[src/rtl/seq_frame_scanner_pkg.sv]
// Shared definitions for the word-to-bit-serial sequence scanner.
// Holds the controller state encoding and small helpers used by the top.
package seq_frame_scanner_pkg;

  typedef enum logic [1:0] {
    ST_IDLE   = 2'd0,
    ST_SHIFT  = 2'd1,
    ST_REPORT = 2'd2
  } state_e;

  // Busy covers every state in which a word is owned by the scanner.
  function automatic logic state_busy(input state_e s);
    return (s == ST_SHIFT) || (s == ST_REPORT);
  endfunction

endpackage

[src/rtl/seq_frame_scanner_mealy_core.sv]
// Bit-serial Mealy detector: history window, valid-depth tracking and match logic.
// The depth counter keeps a freshly cleared history from matching zero-heavy patterns early.
module seq_mealy_core #(
  parameter int               PAT_W   = 4,
  parameter logic [PAT_W-1:0] PATTERN = 4'b0100,
  parameter bit               OVERLAP = 1'b1
) (
  input  logic clk,
  input  logic rst,
  input  logic clr,
  input  logic shift_en,
  input  logic x,
  output logic hit
);

  localparam int               DEPTH_W    = $clog2(PAT_W);
  localparam logic [DEPTH_W-1:0] DEPTH_FULL = DEPTH_W'(PAT_W - 1);

  logic [PAT_W-2:0]   hist;
  logic [DEPTH_W-1:0] depth;
  logic [PAT_W-1:0]   window;

  assign window = {hist, x};
  assign hit    = shift_en && (depth == DEPTH_FULL) && (window == PATTERN);

  // History and depth update; a match in non-overlap mode restarts from empty.
  always_ff @(posedge clk) begin
    if (rst || clr) begin
      hist  <= '0;
      depth <= '0;
    end else if (shift_en) begin
      if (hit && !OVERLAP) begin
        hist  <= '0;
        depth <= '0;
      end else begin
        hist  <= window[PAT_W-2:0];
        depth <= (depth == DEPTH_FULL) ? depth : depth + DEPTH_W'(1);
      end
    end else begin
      hist  <= hist;
      depth <= depth;
    end
  end

endmodule

[src/rtl/seq_frame_scanner.sv]
// Word-level controller: accepts a word, serialises it MSB-first into the
// Mealy core one bit per clock, counts hits and returns the count over a handshake.
module seq_frame_scanner
  import seq_frame_scanner_pkg::*;
#(
  parameter int               WORD_W  = 16,
  parameter int               PAT_W   = 4,
  parameter logic [PAT_W-1:0] PATTERN = 4'b0100,
  parameter bit               OVERLAP = 1'b1,
  localparam int              CNT_W   = $clog2(WORD_W + 1)
) (
  input  logic              clk,
  input  logic              rst,
  input  logic              in_valid,
  output logic              in_ready,
  input  logic [WORD_W-1:0] in_data,
  input  logic              in_first,
  output logic              det_x,
  output logic              det_hit,
  output logic              busy,
  output logic              res_valid,
  input  logic              res_ready,
  output logic [CNT_W-1:0]  res_count
);

  localparam int               BIT_W    = $clog2(WORD_W);
  localparam logic [BIT_W-1:0] LAST_BIT = BIT_W'(WORD_W - 1);
  localparam logic [CNT_W-1:0] CNT_MAX  = CNT_W'(WORD_W);

  state_e            state;
  logic [WORD_W-1:0] sreg;
  logic [BIT_W-1:0]  bitcnt;
  logic [CNT_W-1:0]  cnt;
  logic [CNT_W-1:0]  cnt_inc;
  logic              in_ready_r;
  logic              res_valid_r;
  logic              busy_r;
  logic [CNT_W-1:0]  res_count_r;
  logic              accept;
  logic              core_clr;
  logic              core_shift;
  logic              core_hit;

  assign accept     = (state == ST_IDLE) && in_valid && in_ready_r;
  assign core_clr   = accept && in_first;
  assign core_shift = (state == ST_SHIFT);
  assign cnt_inc    = (cnt == CNT_MAX) ? cnt : cnt + CNT_W'(1);

  assign det_x      = core_shift ? sreg[WORD_W-1] : 1'b0;
  assign det_hit    = core_hit;
  assign in_ready   = in_ready_r;
  assign res_valid  = res_valid_r;
  assign busy       = busy_r;
  assign res_count  = res_count_r;

  seq_mealy_core #(
    .PAT_W   (PAT_W),
    .PATTERN (PATTERN),
    .OVERLAP (OVERLAP)
  ) u_core (
    .clk      (clk),
    .rst      (rst),
    .clr      (core_clr),
    .shift_en (core_shift),
    .x        (det_x),
    .hit      (core_hit)
  );

  // Controller FSM with registered handshake, busy and result outputs.
  always_ff @(posedge clk) begin
    if (rst) begin
      state       <= ST_IDLE;
      sreg        <= '0;
      bitcnt      <= '0;
      cnt         <= '0;
      in_ready_r  <= 1'b1;
      res_valid_r <= 1'b0;
      busy_r      <= 1'b0;
      res_count_r <= '0;
    end else begin
      case (state)
        ST_IDLE: begin
          if (accept) begin
            sreg       <= in_data;
            bitcnt     <= '0;
            cnt        <= '0;
            state      <= ST_SHIFT;
            in_ready_r <= 1'b0;
            busy_r     <= state_busy(ST_SHIFT);
          end
        end
        ST_SHIFT: begin
          sreg   <= {sreg[WORD_W-2:0], 1'b0};
          bitcnt <= bitcnt + BIT_W'(1);
          if (core_hit) begin
            cnt <= cnt_inc;
          end
          // The final bit's hit must land in the reported count on the same edge.
          if (bitcnt == LAST_BIT) begin
            state       <= ST_REPORT;
            res_valid_r <= 1'b1;
            res_count_r <= core_hit ? cnt_inc : cnt;
          end
        end
        ST_REPORT: begin
          if (res_ready) begin
            state       <= ST_IDLE;
            res_valid_r <= 1'b0;
            in_ready_r  <= 1'b1;
            busy_r      <= state_busy(ST_IDLE);
          end
        end
        default: begin
          state       <= ST_IDLE;
          in_ready_r  <= 1'b1;
          res_valid_r <= 1'b0;
          busy_r      <= 1'b0;
        end
      endcase
    end
  end

endmodule

[config.mk]
export PLATFORM = sky130hd
export DESIGN_NAME = seq_frame_scanner
export DESIGN_NICKNAME = d
export VERILOG_FILES = /design/src/rtl/seq_frame_scanner_pkg.sv /design/src/rtl/seq_frame_scanner_mealy_core.sv /design/src/rtl/seq_frame_scanner.sv
export SDC_FILE = /design/constraint.sdc
export NUM_CORES = 1
export LEC_CHECK = 0
export BUFFER_PORTS_ARGS = -buffer_cell sky130_fd_sc_hd__buf_2
export CORE_MARGIN = 3
export CORE_UTILIZATION = 52
export CTS_BUF_LIST = sky130_fd_sc_hd__clkbuf_8
export DETAILED_ROUTE_END_ITERATION = 6
export PLACE_DENSITY_LB_ADDON = 0.05
export SYNTH_ARGS = -nofsm -noshare
export SYNTH_HDL_FRONTEND = slang
export SYNTH_SLANG_ARGS = --single-unit
[constraint.sdc]
create_clock -name clk -period 2.2 [get_ports clk]
set_input_delay 0.11 -clock clk [delete_from_list [all_inputs] [get_ports clk]]
set_output_delay 0.11 -clock clk [all_outputs]
set_load 0.05 [all_outputs]
==> results.sh <==
export IMPL_run_status="finished, final reports clean"
export IMPL_yosysWarningCount=0
export IMPL_cp_startpoint="state[0]"
export IMPL_rr_worst_depth=5
export IMPL_hpwl_um=2535
export IMPL_htreeDepth=2
export IMPL_power_density_nw_per_um2=694.4
export IMPL_worstReg2RegStart="u_core.depth[0]"
export IMPL_hold_ws_ps=83.06
export IMPL_start_util_pct=56.91
export IMPL_fin_setup_tns_ps=0
export IMPL_maxCapViolCount=0
export IMPL_first_pass_iters=4
export IMPL_syn_avg_cell_area_um2=8.324
export IMPL_synthTopCellsByCount="dfxtp_1, nand2_1, nor2_1"
export IMPL_layout_drive_gt1_share_pct=20.16
export IMPL_critPathSlowestCell="dfxtp_1"
export IMPL_power_net_switching_mw=0.3707
export IMPL_gp_congestion=0.8014
export IMPL_worst_pin_slew_ps=662.1
export IMPL_routedWlPerCell_um=12.51
export IMPL_synth_ff_type="dfxtp_1"
export IMPL_rsz0062_at_grt="no"
export IMPL_fin_crit_ps=1729
export IMPL_cp_depth=5
export IMPL_die_area_um2=4252
export IMPL_combPwrFrac_pct=13.2
export IMPL_vdd_drop_max_uv=445.9
export IMPL_synth_seq_area_share_pct=43.93
export IMPL_dr_max_layer_used="met4"
export IMPL_power_mw=1.419
export IMPL_num_nets_final=268
export IMPL_drv_slew=0
export IMPL_fillers=317
export IMPL_required_ps=2090
export IMPL_clock_skew_ps=3.841
export IMPL_p_int_mw=1.048
export IMPL_ios=31
export IMPL_grt_pass1_vias=1422
export IMPL_synth_top_area_share_pct=43.93
export IMPL_cp_num_buf_inv=3
export IMPL_core_region_area_um2=3203
export IMPL_drt_met1_wl_um=1679
export IMPL_cts_tree="done"
export IMPL_worstSkewPairLatency_ps=290
export IMPL_drt_iter0_drc=87
export IMPL_grt_max_degree=38
export IMPL_port_buffers=30
export IMPL_antenna_found_initial=0
export IMPL_wl_met3_um=171
export IMPL_yosysUniqueCellTypes=40
export IMPL_placedCellCount=280
export IMPL_wl_met2_um=1667
export IMPL_end_kind="output port"
export IMPL_num_rows=20
export IMPL_final_instance_count_excl_fill=287
export IMPL_synthToLayoutAreaGrowth_pct=12.08
export IMPL_slew_headroom_pct=55.86
export IMPL_max_freq_ghz=0.5784
export IMPL_criticalPathCategory="reg2out"
export IMPL_n_antenna_cell=0
export IMPL_clock_sinks=40
export IMPL_synth_nets=244
export IMPL_final_core_util_pct=63.79
export IMPL_ctsResizeCount=0
export IMPL_path_cells="nor2b_1, buf_4, nand2_1, inv_1, buf_2"
export IMPL_routed_wl_um=3590
export IMPL_cts_buffers=5
export IMPL_cp_endpoint="det_x"
export IMPL_crit_family="buffers and inverters"
export IMPL_critPathMaxStageDelay_ps=490
export IMPL_leakage_nw=0.8489
export IMPL_dieWidth_um=65.21
export IMPL_cp_max_fo=23
export IMPL_drcViolationCount=0
export IMPL_netlist_area_um2=1823
export IMPL_hold_path_class="in2reg"
export IMPL_r2r_setup_slack_ps=730
export IMPL_dieHeight_um=65.21
export IMPL_overflow=0
export IMPL_ys_top_cells_by_area="dfxtp_1, a311oi_1, nand2_1, nor2_1, a21oi_1"
export IMPL_clkPwrFrac_pct=30.9
export IMPL_ant_nets=0
export IMPL_track_usage_pct=18.52
export IMPL_via_count=1561
export IMPL_grt_pass1_wl_um=6141
export IMPL_final_hold_violation_count=0
export IMPL_synth_seq_cells=40
export IMPL_yosysTopAreaCell="dfxtp_1"
export IMPL_post_cts_repair_setup_buffers=0
export IMPL_synth_cells=219
export IMPL_min_from="in_data[1]"
export IMPL_async_flop_share_pct=0
export IMPL_root_buffer="clkbuf_8"
export IMPL_cp_start_kind="register"
export IMPL_rr_endpoint="res_count[3]"
export IMPL_finalSetupViolations=0
export IMPL_clockBufferDepth=2
export IMPL_seqPwrFrac_pct=56.0
export IMPL_vias_per_cell=5.439
export IMPL_clkTransAtPathRegs_ps=70
export IMPL_finalCritPeriodShare_pct=78.59
export IMPL_yosysMostFrequentCell="dfxtp_1"
export IMPL_synth_edff_count=0
export IMPL_worstPathArrival_ps=1620
export IMPL_switching_share_pct=26.13
export IMPL_cts_hold_buf=0
## worst min path at each step
stage,to,slack (ps),depth (start not counted)
floorplan,sreg[15],270,2
global placement,sreg[14],380,3
detailed placement,sreg[1],380,3
CTS,sreg[11],80,3
global route,sreg[9],100,3
finish,sreg[1],80,3
## routing by layer
layer	track usage (%)	vias up
met4	8.549	0
li1	-	805
met3	4.444	6
met2	29.96	29
met5	0	-
met1	23.18	721
## worst min-delay path, stage by stage
cell and delay [ps]:
buf_2 90, nand2_1 50, a311oi_1 70
## final cells by class
type / count / area (um^2) / share of cell area, %
clock inverter: 2 / 8.758 / 0.4287
tap: 44 / 55.05 / 2.694
timing repair buffer: 34 / 180.2 / 8.818
sequential: 40 / 800.8 / 39.19
inverter: 5 / 18.77 / 0.9186
clock buffer: 5 / 68.82 / 3.368
multi-input combinational: 157 / 910.9 / 44.58
## through the flow
step           setup slack, ps  instance area [um^2]
3_5_place_dp             732.1                  1966
4_1_cts                  461.7                  2043
5_1_grt                  370.2                  2043
3_3_place_gp             784.0                  1966
2_1_floorplan            644.7                  1823
6_report                 471.0                  2043
## placed cells by master (no fill, tap or decap), drive strengths merged, types with 3 or more instances in the layout
| cell type | instances |
|---|---|
| inv | 6 |
| a211oi | 5 |
| a21oi | 13 |
| buf | 34 |
| ha | 4 |
| o21ai | 6 |
| nand3 | 5 |
| nor2 | 36 |
| nand2 | 38 |
| dfxtp | 40 |
| clkbuf | 5 |
| a311oi | 17 |
| nor2b | 3 |
## flip-flops by register name (all words and copies together) (netlist names)
name and flops:
bitcnt 4, res_valid 1, busy 1, u_core.depth 2
sreg 16, in_ready 1, u_core.hist 3, res_count 5
state 2, cnt 5
## kinds of logic after synthesis
family | after synthesis | synth area share [%]
AO/OA/AOI/OAI | 50 | 19.42
XOR/XNOR | 3 | 1.442
adder cells (fa/ha/maj) | 4 | 2.745
buffers and inverters | 22 | 6.245
flip-flops | 40 | 43.93
multiplexers | 2 | 1.098
AND/OR/NAND/NOR | 98 | 25.12
## power groups by stage
stage,Combinational (mW),Clock (mW),Sequential (mW)
after global placement,0.179,0,0.808
after global routing,0.212,0.480,0.800
after CTS,0.188,0.450,0.795
final,0.187,0.438,0.794
after detailed placement,0.187,0,0.811
after floorplan,0.136,0,0.812
(Power assumes the default switching activity.)
